### src/rtl/kronos_branch_resolve.sv
// kronos_branch_resolve
// Resolves a decoded BRANCH/JAL/JALR. It computes the target address and then does one of three things:
//  - It redirects fetch through a valid/ready handshake and flushes younger instructions.
//  - For jumps, it pulses the link value (pc+4).
//  - For a misaligned target, it pulses a misalign trap request instead.
// Every response appears one cycle after the op is accepted.
module kronos_branch_resolve #(
  parameter logic [31:0] RESET_ADDR = 32'h0
) (
  input  logic        clk,
  input  logic        rst,
  input  logic        decode_vld,
  output logic        decode_rdy,
  input  logic [1:0]  decode_jtype,
  input  logic        decode_taken,
  input  logic [31:0] decode_pc,
  input  logic [31:0] decode_rs1,
  input  logic [31:0] decode_imm,
  output logic        redirect_vld,
  input  logic        redirect_rdy,
  output logic [31:0] redirect_addr,
  output logic        flush,
  output logic        link_vld,
  output logic [31:0] link_data,
  output logic        misalign,
  output logic [31:0] misalign_addr
);

  localparam logic [1:0] JT_NONE   = 2'b00;
  localparam logic [1:0] JT_BRANCH = 2'b01;
  localparam logic [1:0] JT_JAL    = 2'b10;
  localparam logic [1:0] JT_JALR   = 2'b11;

  localparam logic [0:0] ST_IDLE     = 1'b0;
  localparam logic [0:0] ST_REDIRECT = 1'b1;

  logic [0:0]  state_q, state_d;
  logic [31:0] redirect_addr_q, redirect_addr_d;
  logic        link_vld_q, link_vld_d;
  logic [31:0] link_data_q, link_data_d;
  logic        misalign_q, misalign_d;
  logic [31:0] misalign_addr_q, misalign_addr_d;

  logic        accept;
  logic        is_jump;
  logic        taken;
  logic [31:0] target;

  assign decode_rdy = (state_q == ST_IDLE);
  assign accept     = decode_vld & decode_rdy;
  assign is_jump    = (decode_jtype == JT_JAL) | (decode_jtype == JT_JALR);
  assign taken      = is_jump | ((decode_jtype == JT_BRANCH) & decode_taken);

  // Target address: JALR is register-relative with bit 0 forced low, the rest are pc-relative
  always_comb begin
    target = decode_pc + decode_imm;
    if (decode_jtype == JT_JALR) begin
      target = (decode_rs1 + decode_imm) & ~32'h1;
    end
  end

  // Next-state logic: the redirect is held until fetch takes it, and link/misalign are single-cycle pulses
  always_comb begin
    state_d         = state_q;
    redirect_addr_d = redirect_addr_q;
    link_vld_d      = 1'b0;
    link_data_d     = link_data_q;
    misalign_d      = 1'b0;
    misalign_addr_d = misalign_addr_q;
    if (state_q == ST_REDIRECT) begin
      if (redirect_rdy) begin
        state_d = ST_IDLE;
      end
    end else if (accept && taken && (decode_jtype != JT_NONE)) begin
      if (target[1]) begin
        misalign_d      = 1'b1;
        misalign_addr_d = target;
      end else begin
        state_d         = ST_REDIRECT;
        redirect_addr_d = target;
        link_vld_d      = is_jump;
        if (is_jump) begin
          link_data_d = decode_pc + 32'd4;
        end
      end
    end
  end

  // State and response registers; reset drops any pending redirect
  always_ff @(posedge clk) begin
    if (rst) begin
      state_q         <= ST_IDLE;
      redirect_addr_q <= RESET_ADDR;
      link_vld_q      <= 1'b0;
      link_data_q     <= 32'h0;
      misalign_q      <= 1'b0;
      misalign_addr_q <= RESET_ADDR;
    end else begin
      state_q         <= state_d;
      redirect_addr_q <= redirect_addr_d;
      link_vld_q      <= link_vld_d;
      link_data_q     <= link_data_d;
      misalign_q      <= misalign_d;
      misalign_addr_q <= misalign_addr_d;
    end
  end

  assign redirect_vld  = (state_q == ST_REDIRECT);
  assign flush         = (state_q == ST_REDIRECT);
  assign redirect_addr = redirect_addr_q;
  assign link_vld      = link_vld_q;
  assign link_data     = link_data_q;
  assign misalign      = misalign_q;
  assign misalign_addr = misalign_addr_q;

endmodule

### config.mk
export PLATFORM = sky130hd
export DESIGN_NAME = kronos_branch_resolve
export DESIGN_NICKNAME = d
export VERILOG_FILES = /design/src/rtl/kronos_branch_resolve.sv
export SDC_FILE = /design/constraint.sdc
export NUM_CORES = 1
export LEC_CHECK = 0
export ABC_CLOCK_PERIOD_IN_PS = 3300
export BUFFER_PORTS_ARGS = -buffer_cell sky130_fd_sc_hd__buf_2
export CORE_ASPECT_RATIO = 1.75
export CORE_MARGIN = 2
export CORE_UTILIZATION = 45
export CTS_CLUSTER_SIZE = 20
export DETAILED_ROUTE_END_ITERATION = 8
export PLACE_DENSITY = 0.73
export SKIP_CTS_REPAIR_TIMING = 1
export SYNTH_ARGS = -nofsm -noshare
export SYNTH_HDL_FRONTEND = slang
export SYNTH_SLANG_ARGS = --single-unit
### constraint.sdc
create_clock -name clk -period 3.3 [get_ports clk]
set_input_delay 0.825 -clock clk [delete_from_list [all_inputs] [get_ports clk]]
set_output_delay 0.825 -clock clk [all_outputs]
set_load 0.05 [all_outputs]
==> flow_summary.ini <==
[flow_run]
drv.max_cap_violation_count = 0

[synthesis]
main_flop_type_after_synthesis = sky130_fd_sc_hd__dfxtp_1
async_flop_share_pct = 0
synth_top_area_share_pct = 25.9
synth.distinct_cells = 66
synthDominantAreaCellType = sky130_fd_sc_hd__dfxtp_1
avgSynthCellArea_sq_um = 7.64
mappedNetlistNets = 1158
synth_edf_count = 0
post_synth_inst_count = 991
synth_seq_cells = 98
synth_warnings = 0
syn_area_sq_um = 7570
top_area_cells_in_the_synthesized_netlist = sky130_fd_sc_hd__dfxtp_1 26%, sky130_fd_sc_hd__ha_1 10%, sky130_fd_sc_hd__a211oi_1 7.6%
seq_area_frac_synth_pct = 25.9

[cts]
cts.root.buffer_cell = sky130_fd_sc_hd__clkbuf_16
cts-buffers-inserted = 9
max-clock-path-buffers = 2
cts.clk_slew.worst_paths_ns = 0.07
cts_tree = built
cts.sinks = 98
htreeDepth = 3
clk-insertion-delay-late_ns = 0.37

[global_route]
grt_start_max_net_pins = 62
grt_pass1_vias = 7922
grt_util_all_layers_pct = 26.9
grt_first_pass_wirelength_mm = 38.3
antenna_violations_before_repair = 5
grt_overflow_total = 0

[pwr]
cellLeakagePower_nw = 4.45
power.density_cell_area_nw_per_um2 = 427
vdd_drop_max_mv = 0.308

[sta]
worst_clock_skew_ns = 0.00943
timing.final.max_slew_violations = 0
hold_violations = 0
slew_headroom_pct = 57.7
final.setup.tns_ns = 0
worst_slew_pin_slew_ns = 0.635
timing.final.crit_share_pct = 97.9
max_freq_mhz = 310
unrepaired_setup_endpoints_after_global_routing = true
layout_min_cycle_time_ns = 3.23
timing.final.setup_violations = 0

[routing]
vias = 8296
drt.antenna.violating_nets = 0
detail_route.iter0.violations = 421
route.final.wire_length_mm = 24.3
post_detailed_route_drc_marker_count = 0
post_drt_wl_per_cell_microns = 16.3
tritonroute_pass_1_iters = 5
via_per_inst = 5.57

[worst_setup_path]
cp_slowest_stage_delay_ns = 0.40
crit_path_start_kind = input port
timing.critical_path.slowest_stage_cell = sky130_fd_sc_hd__a221o_1
critPathCaptureType = flop
path_class = input port to flop
cp.buffers_inverters = 3
crit_top_cell = sky130_fd_sc_hd__buf_4
worst_path_cell_trace = buf_6, ha_4, buf_4, a21oi_1, a2111oi_4, buf_4, and4bb_2, nor2_1, a221o_1, a31oi_1, mux2i_1, o31a_1, a211oi_1
family_with_the_most_delay_on_the_worst_path = compound AO/OA/AOI/OAI gates
critPathRequiredTime_ns = 3.51
crit_path_max_fanout = 5
worst_ep_arrival_time_ns = 3.44

[floorplan]
die_w_microns = 102
initial_utilization_pct = 46.0
placementRows = 62
core_sq_um = 16400
io_pins = 204
design.die.area_sq_um = 17900
chipHeight_microns = 176

[outcome]
run_status = finished clean

[finish]
mostFrequentLayoutCells = 198 x sky130_fd_sc_hd__buf_2, 148 x sky130_fd_sc_hd__nor2_1, 107 x sky130_fd_sc_hd__buf_4
post_route_cells_drive_above_1_share_pct = 28.3
mostFrequentLayoutCell = sky130_fd_sc_hd__buf_2
area_growth_syn_to_layout_pct = 30.9
finalNonFillerCells = 1490
finalNetCount = 1422

[placed_design]
dpl.cell_count = 1467
hpwlAfterDp_mm = 19.8
number_of_input_and_output_port_buffers_inserted = 202
finalWeightedCongestion = 0.991

[hold_path]
holdCritPathClass = flop to flop
[worst register-to-register path, cell delays in order, from the launching register on]
cell	delay, ns
sky130_fd_sc_hd__dfxtp_1	0.34
sky130_fd_sc_hd__nor3b_1	0.43
sky130_fd_sc_hd__nor2b_4	0.36
sky130_fd_sc_hd__and2_2	0.21
sky130_fd_sc_hd__buf_12	0.23
sky130_fd_sc_hd__nor2_1	0.11
sky130_fd_sc_hd__a211oi_1	0.22
[area by class of cell]
type,instances,area [sq um]
Sequential cell,98,1960
Clock buffer,10,229
Clock inverter,6,57.6
Fill cell,1615,6530
Antenna cell,6,15.0
Timing Repair Buffer,311,1890
Multi-Input combinational cell,814,5400
Inverter,21,78.8
Tap cell,224,280
[layer usage]
| metal | track usage (%) | vias to the layer above | wire length (microns) |
|---|---|---|---|
| met2 | 47.3 | 262 | 12400 |
| li1 | - | 4152 | - |
| met5 | 0 | - | 0 |
| met3 | 3.86 | 61 | 1000 |
| met4 | 12.6 | 0 | 1080 |
| met1 | 31.4 | 3821 | 9850 |
[Yosys cell counts, drive strengths merged, types with 10 or more instances]
cell type,number
nor2,149
dfxtp,98
a21oi,87
nand2,79
a211oi,77
ha,62
clkbuf,45
o21ai,39
xnor2,37
xor2,33
nand3,28
a21o,24
inv,21
nand4,17
nor3,16
and3,13
buf,13
o21a,12
mux2i,11
a31oi,10
nand2b,10
[through the flow]
step	utilization, %	cell area [sq um]	power [W]	setup slack (ns)	hold slack (ns)
detailed placement	57.6	9480	0.00315	-0.390	0.450
global route	60.3	9910	0.00446	-0.0434	0.482
finish	60.3	9910	0.00423	0.0698	0.458
CTS	59.4	9770	0.00421	-0.0353	0.460
global placement	57.6	9480	0.00314	-0.368	0.443
floorplan	-	7570	0.00255	0.142	0.672
[power breakdown]
group	switching, W	internal, W
Combinational	0.00115	0.000688
Sequential	0.0000503	0.00128
Clock	0.000530	0.000530
Total	0.00173	0.00250
[cell families (layout without fill, tap and decap cells)]
| group | after synthesis | after routing | synth area share (%) |
|---|---|---|---|
| simple gates | 353 | 353 | 21.4 |
| compound gates | 315 | 315 | 28.3 |
| flops | 98 | 98 | 25.9 |
| buf+inv | 79 | 348 | 4.07 |
| xor+xnor | 70 | 70 | 8.10 |
| fa+ha+maj | 64 | 64 | 10.8 |
| mux | 11 | 11 | 1.45 |
| other cells | 1 | 7 | 0.0495 |
[path summary, 6_finish.rpt]
check        slack, ns                      start                             end  depth (start not counted)
max reg2reg       1.32           flush$_SDFF_PP0_      link_data[22]$_SDFFE_PP0P_                          6
min reg2reg       0.46  link_data[0]$_SDFFE_PP0P_       link_data[0]$_SDFFE_PP0P_                          2
max               0.07              decode_imm[2]  redirect_addr[29]$_SDFFE_PP0P_                         13
min               0.46  link_data[0]$_SDFFE_PP0P_       link_data[0]$_SDFFE_PP0P_                          2
[state kept, by name (all words and copies together), names as in the netlist]
| name | count |
|---|---|
| redirect_addr | 31 |
| link_vld | 1 |
| link_data | 32 |
| misalign | 1 |
| flush | 1 |
| misalign_addr | 32 |
No activity file was read; power rests on OpenSTA's default activity.
